--- src/rtl/seg_scan_pkg.sv ---
// Shared types and constants for the seg_scan_ctrl display scanner.
// Optional feature macro: LEADING_ZERO_BLANK_EN (see seg_scan_ctrl).
package seg_scan_pkg;

   typedef enum logic [1:0] {
      IDLE  = 2'd0,
      BLANK = 2'd1,
      SHOW  = 2'd2
   } scan_state_e;

   localparam int unsigned BCD_W = 4;

   // Width of the digit index; a single digit still needs one bit.
   function automatic int unsigned idx_width(input int unsigned n);
      return (n <= 2) ? 1 : $clog2(n);
   endfunction

endpackage

--- src/rtl/seg_scan_presc.sv ---
// Slot timer: down-counter producing end-of-dead-time and end-of-slot strobes.
// Loaded with PRESCALE-1 when a slot starts; cleared whenever scanning stops.
module seg_scan_presc #(
   parameter int unsigned PRESCALE  = 1000,
   parameter int unsigned BLANK_CYC = 8
) (
   input  logic clk_i,
   input  logic rst_ni,
   input  logic start_i,
   input  logic active_i,
   output logic blank_done_o,
   output logic slot_done_o
);

   localparam int unsigned CW = (PRESCALE <= 2) ? 1 : $clog2(PRESCALE);
   localparam logic [CW-1:0] CNT_TOP   = CW'(PRESCALE - 1);
   localparam logic [CW-1:0] BLANK_END = CW'(PRESCALE - BLANK_CYC);

   logic [CW-1:0] cnt_q, cnt_d;

   always_comb begin
      cnt_d = '0;
      if (start_i) begin
         cnt_d = CNT_TOP;
      end else if (active_i) begin
         cnt_d = (cnt_q == '0) ? CNT_TOP : cnt_q - CW'(1);
      end
   end

   always_ff @(posedge clk_i or negedge rst_ni) begin
      if (!rst_ni) begin
         cnt_q <= '0;
      end else begin
         cnt_q <= cnt_d;
      end
   end

   // Counter runs PRESCALE-1 down to 0: BLANK covers the top BLANK_CYC values.
   assign blank_done_o = active_i && (cnt_q == BLANK_END);
   assign slot_done_o  = active_i && (cnt_q == '0);

endmodule

--- src/rtl/seg_scan_ctrl.sv ---
// Time-multiplexed 7-segment scan scheduler with per-slot blanking dead-time.
// Optional macro LEADING_ZERO_BLANK_EN darkens leading zero digits (digit 0 excluded).
module seg_scan_ctrl
   import seg_scan_pkg::*;
#(
   parameter int unsigned NUM_DIGITS = 4,
   parameter int unsigned PRESCALE   = 1000,
   parameter int unsigned BLANK_CYC  = 8
) (
   input  logic                              CP,
   input  logic                              MRN,
   input  logic                              en,
   input  logic [BCD_W*NUM_DIGITS-1:0]       digit_bcd,
   input  logic [NUM_DIGITS-1:0]             digit_mask,
   output logic [BCD_W-1:0]                  bcd_out,
   output logic [NUM_DIGITS-1:0]             dig_sel,
   output logic                              blank,
   output logic [idx_width(NUM_DIGITS)-1:0]  scan_idx,
   output logic                              frame_tick
);

   localparam int unsigned IW = idx_width(NUM_DIGITS);
   localparam logic [IW-1:0] LAST_IDX = IW'(NUM_DIGITS - 1);

   scan_state_e             state_q, state_d;
   logic [IW-1:0]           idx_q, idx_d;
   logic [BCD_W-1:0]        bcd_q, bcd_d;
   logic [NUM_DIGITS-1:0]   sel_q, sel_d;
   logic                    blank_q, blank_d;
   logic                    tick_q, tick_d;

   logic [BCD_W-1:0]        cur_bcd;
   logic                    cur_mask;
   logic                    eff_mask;
   logic                    blank_done, slot_done;

   seg_scan_presc #(
      .PRESCALE  (PRESCALE),
      .BLANK_CYC (BLANK_CYC)
   ) u_presc (
      .clk_i        (CP),
      .rst_ni       (MRN),
      .start_i      (en && (state_q == IDLE)),
      .active_i     (en && (state_q != IDLE)),
      .blank_done_o (blank_done),
      .slot_done_o  (slot_done)
   );

`ifdef LEADING_ZERO_BLANK_EN
   logic nz_upper;
`endif

   always_comb begin
      cur_bcd  = '0;
      cur_mask = 1'b0;
      for (int unsigned i = 0; i < NUM_DIGITS; i++) begin
         if (IW'(i) == idx_q) begin
            cur_bcd  = digit_bcd[i*BCD_W +: BCD_W];
            cur_mask = digit_mask[i];
         end
      end
`ifdef LEADING_ZERO_BLANK_EN
      // A digit is significant if it or any more-significant digit is nonzero.
      nz_upper = 1'b0;
      for (int unsigned i = 0; i < NUM_DIGITS; i++) begin
         if ((IW'(i) >= idx_q) && (digit_bcd[i*BCD_W +: BCD_W] != '0)) begin
            nz_upper = 1'b1;
         end
      end
      eff_mask = cur_mask && (nz_upper || (idx_q == '0));
`else
      eff_mask = cur_mask;
`endif
   end

   always_comb begin
      state_d = state_q;
      idx_d   = idx_q;
      bcd_d   = bcd_q;
      sel_d   = sel_q;
      blank_d = blank_q;
      tick_d  = 1'b0;
      if (!en) begin
         state_d = IDLE;
         idx_d   = '0;
         bcd_d   = '0;
         sel_d   = '0;
         blank_d = 1'b1;
      end else begin
         unique case (state_q)
            IDLE: begin
               state_d = BLANK;
               idx_d   = '0;
            end
            BLANK: begin
               if (blank_done) begin
                  state_d = SHOW;
                  bcd_d   = cur_bcd;
                  if (eff_mask) begin
                     sel_d   = NUM_DIGITS'(1) << idx_q;
                     blank_d = 1'b0;
                  end else begin
                     sel_d   = '0;
                     blank_d = 1'b1;
                  end
               end
            end
            SHOW: begin
               if (slot_done) begin
                  state_d = BLANK;
                  sel_d   = '0;
                  blank_d = 1'b1;
                  if (idx_q == LAST_IDX) begin
                     idx_d  = '0;
                     tick_d = 1'b1;
                  end else begin
                     idx_d = idx_q + IW'(1);
                  end
               end
            end
            default: state_d = IDLE;
         endcase
      end
   end

   always_ff @(posedge CP or negedge MRN) begin
      if (!MRN) begin
         state_q <= IDLE;
         idx_q   <= '0;
         bcd_q   <= '0;
         sel_q   <= '0;
         blank_q <= 1'b1;
         tick_q  <= 1'b0;
      end else begin
         state_q <= state_d;
         idx_q   <= idx_d;
         bcd_q   <= bcd_d;
         sel_q   <= sel_d;
         blank_q <= blank_d;
         tick_q  <= tick_d;
      end
   end

   assign bcd_out    = bcd_q;
   assign dig_sel    = sel_q;
   assign blank      = blank_q;
   assign scan_idx   = idx_q;
   assign frame_tick = tick_q;

endmodule

--- config.mk ---
export PLATFORM = sky130hd
export DESIGN_NAME = seg_scan_ctrl
export DESIGN_NICKNAME = d
export VERILOG_FILES = /design/src/rtl/seg_scan_pkg.sv /design/src/rtl/seg_scan_presc.sv /design/src/rtl/seg_scan_ctrl.sv
export SDC_FILE = /design/constraint.sdc
export NUM_CORES = 1
export LEC_CHECK = 0
export BUFFER_PORTS_ARGS = -buffer_cell sky130_fd_sc_hd__buf_2
export CORE_MARGIN = 8
export CORE_UTILIZATION = 47
export DETAILED_ROUTE_END_ITERATION = 10
export PLACE_DENSITY = 0.76
export SETUP_SLACK_MARGIN = 0.1
export SLEW_MARGIN = 25
export SYNTH_ARGS = -nofsm -noshare
export SYNTH_HDL_FRONTEND = slang
export SYNTH_SLANG_ARGS = --single-unit
--- constraint.sdc ---
create_clock -name CP -period 2.31 [get_ports CP]
set_input_delay 0.231 -clock CP [delete_from_list [all_inputs] [get_ports CP]]
set_output_delay 0.231 -clock CP [all_outputs]
set_load 0.05 [all_outputs]
==> impl_metrics.ini, run 1 <==
[yosys]
synth.avg_cell_area_um2 = 10.2
netlist_instances = 135
synth_compound_area_share_pct = 22.0
ys_seq_elements = 24
synth-adder-area-share_pct = 4.54
ys_seq_area_share_pct = 43.6
ys_warn_count = 0
synth.distinct_cells = 43
synthMuxAreaShare_pct = 0.817
synth_top_area_share_pct = 41.7
synth_nets = 163
synth_ff_type = dfrtp_1
yosys.area_share.simple_pct = 17.0
async_flop_share_pct = 100
synth_area_um2 = 1380
synth-xor-area-share_pct = 3.81
synth_top_family_by_area = compound AO/OA/AOI/OAI gates
synth_edf_count = 0
synthTopCellsByArea = dfrtp_1 (42%), ha_1 (4.5%), a21oi_1 (4.4%), nand2_1 (3.3%), xnor2_1 (3.2%)
yosysTopAreaCell = dfrtp_1

[run]
cap_violations = 0

[sta]
tns_ns = 0
tightest_slew_ns = 0.592
min_period_ns = 2.12
fmax_ghz = 0.471
min_period_over_period_pct = 91.9
setup_violations = 0
fin_skew_ns = 0.00186
finalHoldViolCount = 0
max_slew_margin_pct = 60.5
slew_viol_final = 0
rsz0062_at_grt = true
hold_slack_ns = 0.158

[pwr]
p_per_area_nw_per_um2 = 490
power_mw = 0.793
clockPowerShare_pct = 27.7
leakagePower_nw = 0.739
netSwitchingPower_mw = 0.202
ir_drop_uv = 332
combPwrFrac_pct = 14.8
internal_power_mw = 0.591
swShare_pct = 25.5
power.share.sequential_pct = 57.6

[cells_and_area]
nFillCells = 240
drive_gt1_share_pct = 32.9
syn2layout_area_growth_pct = 17.4
final_cell_count_no_fill = 204
fin_area_um2 = 1620
num_antenna_cells = 0
nNetsFinal = 202
regArea_um2 = 602
multiInputGateArea_um2 = 678

[cts]
cts_tree = built
cts_root_buf = clkbuf_4
worstSkewPairLatency_ns = 0.32
clk_path_buf_depth = 2
htreeDepth = 1
cts.sinks = 24
tritoncts.num_buffers = 3
path_clk_slew_ns = 0.12

[setup_path]
path_max_fanout = 7
start_kind = flip-flop
crit_buf_inv = 2
reg2reg_slack_ns = 0.19
slowest_delay_ns = 0.50
slowest_stage = or4b_4
cp_data_required_time_ns = 2.56
crit_type = flip-flop to flip-flop
r2r_start = u_presc.cnt_q[1]$_DFF_PN0_
cp-end-kind = flip-flop
crit_family = simple AND/OR/NAND/NOR gates
cp_cell_sequence = inv_1 -> ha_2 -> or4b_4 -> or3_4 -> buf_4 -> a211o_2 -> a21oi_2
r2r_end = bcd_out[3]$_DFFE_PN0P_
reg2regPathDepth = 7
worst_ep_arrival_time_ns = 2.38

[drt]
dr_wl_met3_um = 265
dr_total_vias = 1152
drc_errors = 0
wl_per_cell_um = 14.8
routed_wl_um = 3010
wl_met2_um = 1290
drt_iter0_markers = 106
ant_nets = 0
dr.pass1.iters = 4
viasPerCell = 5.65
highest_layer = met4
m1WireLength_um = 1400

[min_path]
hold_end = u_presc.cnt_q[8]$_DFF_PN0_
hold_class = primary input to flip-flop
worstHoldStart = en
min_path_cells = 2

[floorplanning]
initial_core_util_pct = 49.6
io_pins = 35
die_y_um = 70.2
rows = 19
die-width_um = 70.2
die-area_um2 = 4920
core_area_um2 = 2780

[global_routing]
antenna_found_initial = 0
globalRouteOverflowTotal = 0
grt_max_degree = 25
track_usage_pct = 12.6
grt_pass1_vias = 1173
grt_pass1_wl_um = 5210

[placement]
dp_hpwl_um = 2280
place_congestion = 0.853
dpl-instance-area_um2 = 1520
dp.cells = 195
port_buffers = 34

[outcome]
outcome = finished, final reports clean
-- sequential cells by signal, indices dropped and copies added, names as in the netlist --
| signal | flops |
|---|---|
| bcd_out | 4 |
| blank | 1 |
| dig_sel | 4 |
| frame_tick | 1 |
| scan_idx | 2 |
| state_q | 2 |
| u_presc.cnt_q | 10 |
-- worst max path at each step --
| stage | from | cells past startpoint | slack, ns | to |
|---|---|---|---|---|
| 6_report | u_presc.cnt_q[1]$_DFF_PN0_ | 7 | 0.19 | bcd_out[3]$_DFFE_PN0P_ |
| 5_1_grt | u_presc.cnt_q[1]$_DFF_PN0_ | 7 | 0.09 | dig_sel[0]$_DFFE_PN0P_ |
| 4_1_cts | u_presc.cnt_q[1]$_DFF_PN0_ | 6 | 0.13 | dig_sel[0]$_DFFE_PN0P_ |
| 3_5_place_dp | u_presc.cnt_q[0]$_DFF_PN0_ | 6 | 0.11 | dig_sel[0]$_DFFE_PN0P_ |
| 3_3_place_gp | u_presc.cnt_q[0]$_DFF_PN0_ | 6 | 0.17 | dig_sel[0]$_DFFE_PN0P_ |
| 2_1_floorplan | u_presc.cnt_q[0]$_DFF_PN0_ | 8 | 0.11 | dig_sel[0]$_DFFE_PN0P_ |
-- cell usage in the layout, fill, tap and decap left out, types with 2 or more instances in the layout --
| cell | n |
|---|---|
| a31oi_1 | 2 |
| or3_4 | 2 |
| nand3_1 | 4 |
| o31ai_1 | 2 |
| nor4_1 | 2 |
| buf_4 | 4 |
| nor3_1 | 3 |
| inv_1 | 9 |
| nand4b_1 | 2 |
| a22oi_1 | 4 |
| clkbuf_4 | 3 |
| dfrtp_1 | 23 |
| nand2_1 | 12 |
| a22o_1 | 3 |
| nor2_1 | 9 |
| buf_2 | 34 |
| ha_1 | 4 |
| o22ai_1 | 5 |
| a2111oi_0 | 2 |
| a211o_2 | 3 |
| a21oi_1 | 11 |
| xnor2_1 | 5 |
-- kinds of logic (layout without fill, tap and decap cells) --
| logic type | Yosys count | in the layout |
|---|---|---|
| AND/OR/NAND/NOR | 43 | 43 |
| AO/OA/AOI/OAI | 41 | 41 |
| flip-flops | 24 | 24 |
| buffers and inverters | 15 | 53 |
| XOR/XNOR | 6 | 6 |
| adder cells (fa/ha/maj) | 5 | 5 |
| multiplexers | 1 | 1 |
-- layout make-up --
type	instances	share of cell area [%]
clock buffers	4	2.24
flip-flops and latches	24	37.2
repair buffers	40	14.2
multi-input cells	96	41.9
well taps	31	2.40
inverters	9	2.09
-- cells in the mapped netlist, drive strengths merged (3+ instances only) --
cell type	instances
nand3	4
xnor2	5
ha	5
buf	3
nor3	4
a21oi	12
o22ai	5
a22o	3
nor2	9
inv	9
a2111oi	3
nand2	12
a211o	3
dfrtp	23
a22oi	4
-- layer usage --
| layer | global-route usage [%] | vias up |
|---|---|---|
| met5 | 0 | - |
| li1 | - | 577 |
| met4 | 7.14 | 0 |
| met2 | 20.1 | 41 |
| met1 | 14.2 | 529 |
| met3 | 4.66 | 5 |
-- power groups by stage --
stage	registers (mW)	logic (mW)	clock network, mW
detailed placement	0.464	0.101	0
CTS	0.456	0.116	0.236
global route	0.459	0.132	0.246
floorplan	0.459	0.0689	0
global placement	0.464	0.0981	0
finish	0.456	0.117	0.219
-- per-stage QoR --
stage	setup WS, ns	utilization, %
detailed placement	0.111	54.6
CTS	0.130	57.8
global placement	0.175	54.6
floorplan	0.105	-
finish	0.188	58.2
global route	0.0925	58.2
-- repair_timing --
item,CTS,global route
pin swaps,4,1
hold buffers,1,0
setup endpoints to repair,3,7
endpoints found under the hold margin,23,0
resized for setup,0,4
buffers inserted,4,0
Power figures use the tool's default switching activity.
==> run 2: changes to the inputs <==
Settings changed: BUFFER_PORTS_ARGS -buffer_cell sky130_fd_sc_hd__buf_2 to not set, CORE_UTILIZATION 47 to 48, DONT_BUFFER_PORTS set to 1, PLACE_DENSITY 0.76 to 0.65.
==> impl_metrics.ini, run 2 (synthesized netlist as in run 1, its figures left out) <==
[setup_path]
r2r_start = u_presc.cnt_q[1]$_DFF_PN0_
start_kind = flip-flop
worstSetupEndpoint = bcd_out[0]$_DFFE_PN0P_
slowest_stage = or4b_4
reg2regPathDepth = 7
r2r_end = bcd_out[0]$_DFFE_PN0P_
cp_data_required_time_ns = 2.55
setup.worst_path.start = u_presc.cnt_q[1]$_DFF_PN0_
slowest_delay_ns = 0.49
cp-end-kind = flip-flop
crit_type = flip-flop to flip-flop
path_max_fanout = 7
reg2reg_slack_ns = 0.17
cp_cell_sequence = inv_1 -> ha_2 -> or4b_4 -> or3_4 -> buf_4 -> a211o_2 -> a21oi_1
worst_ep_arrival_time_ns = 2.38

[cells_and_area]
largest_reg_flops = 10
final_cell_count_no_fill = 174
num_antenna_cells = 0
most-common-layout-cells = dfrtp_1 (23), nand2_1 (12), a21oi_1 (11)
syn2layout_area_growth_pct = 5.81
mostFrequentLayoutCell = dfrtp_1
nNetsFinal = 172
drive_gt1_share_pct = 18.2
final_core_util_pct = 53.4
nFillCells = 247
regMostFlops = u_presc.cnt_q

[sta]
tightest_slew_ns = 0.580
fin_skew_ns = 0.00174
max_slew_margin_pct = 61.3
setup_violations = 0
tns_ns = 0
fmax_ghz = 0.467
rsz0062_at_grt = false
min_period_over_period_pct = 92.8
finalHoldViolCount = 0
min_period_ns = 2.14
slew_viol_final = 0

[min_path]
hold_class = primary input to flip-flop
worstHoldStart = en
min_path_cells = 1

[cts]
worstSkewPairLatency_ns = 0.31
clk_path_buf_depth = 2
cts_root_buf = clkbuf_4
cts.sinks = 24
path_clk_slew_ns = 0.13
htreeDepth = 1
cts_tree = built
tritoncts.num_buffers = 3

[pwr]
power.share.sequential_pct = 59.1
p_per_area_nw_per_um2 = 529
internal_power_mw = 0.576
clockPowerShare_pct = 28.5
leakagePower_nw = 0.602
combPwrFrac_pct = 12.4
swShare_pct = 25.4
ir_drop_uv = 393
netSwitchingPower_mw = 0.196

[global_routing]
antenna_found_initial = 0
grt_max_degree = 25
track_usage_pct = 12.5
grt_pass1_vias = 1088
grt_pass1_wl_um = 5150
globalRouteOverflowTotal = 0

[drt]
drc_errors = 0
dr.pass1.iters = 4
viasPerCell = 6.13
wl_per_cell_um = 17.8
ant_nets = 0
routed_wl_um = 3090
drt_iter0_markers = 87
dr_total_vias = 1067

[floorplanning]
die_y_um = 69.6
core_area_um2 = 2730
die-area_um2 = 4840
initial_core_util_pct = 50.4
rows = 19
io_pins = 35
die-width_um = 69.6

[placement]
dp.cells = 163
port_buffers = 0
place_congestion = 0.787
dp_hpwl_um = 2380

[run]
cap_violations = 0

[outcome]
outcome = finished, final reports clean
## run 2: cell types whose count changed in the layout (fill, tap and decap cells not counted)
| cell | previous run | this run |
|---|---|---|
| buf_12 | 1 | 0 |
| nor3_1 | 3 | 4 |
| buf_4 | 4 | 8 |
| buf_2 | 34 | 1 |
| nor3_2 | 1 | 0 |
## run 2: metrics by stage
step,power [mW],setup slack (ns),hold slack (ns),instance area [um^2]
finish,0.772,0.167,0.0247,1460
global route,0.804,0.0936,0.00786,1460
CTS,0.774,0.106,0.00693,1440
detailed placement,0.538,0.104,-0.0638,1360
global placement,0.535,0.179,-0.0637,1360
floorplan,0.528,0.105,-0.0646,1380
## run 2: layout make-up
class | instances | area [um^2] | share of cell area (%)
clock buffers | 4 | 36.3 | 2.49
inverters | 9 | 33.8 | 2.32
multi-input cells | 96 | 673 | 46.1
flip-flops and latches | 24 | 602 | 41.3
well taps | 31 | 38.8 | 2.66
repair buffers | 10 | 75.1 | 5.15
## run 2: routing by layer
layer  vias up  global-route usage [%]  share of wire [%]
li1        511                       -                  -
met3         6                    3.58                6.8
met1       520                    14.9                 41
met4         0                    5.01                1.9
met5         -                       0                  0
met2        30                    20.7                 50
## run 2: worst max-delay path, delay by kind of cell (launching register included)
kind	cells	cell delay, ns
buffers and inverters	2	0.24
AOI/OAI and AO/OA	2	0.39
DFF	1	0.40
and+or+nand+nor	2	0.85
adders and majority gates	1	0.19
## run 2: worst min path at each step
| stage | endpoint | slack (ns) |
|---|---|---|
| 2_1_floorplan | bcd_out[0]$_DFFE_PN0P_ | -0.06 |
| 3_3_place_gp | scan_idx[0]$_DFFE_PN0P_ | -0.06 |
| 3_5_place_dp | scan_idx[1]$_DFFE_PN0P_ | -0.06 |
| 4_1_cts | u_presc.cnt_q[8]$_DFF_PN0_ | 0.007 |
| 5_1_grt | u_presc.cnt_q[8]$_DFF_PN0_ | 0.008 |
| 6_report | u_presc.cnt_q[8]$_DFF_PN0_ | 0.02 |
## run 2: power groups by stage
stage	clock, mW	sequential, mW	combinational [mW]
4_1_cts	0.226	0.456	0.0914
3_3_place_gp	0	0.464	0.0717
2_1_floorplan	0	0.459	0.0689
3_5_place_dp	0	0.465	0.0733
5_1_grt	0.239	0.459	0.106
6_report	0.220	0.456	0.0954
## run 2: repair_timing
item	4_1_cts	5_1_grt
endpoints found under the setup margin	3	9
gates cloned	0	0
setup buffers	4	1
resized for setup	0	3
hold buffers	1	1
hold endpoints to repair	24	23
pin swaps	3	1
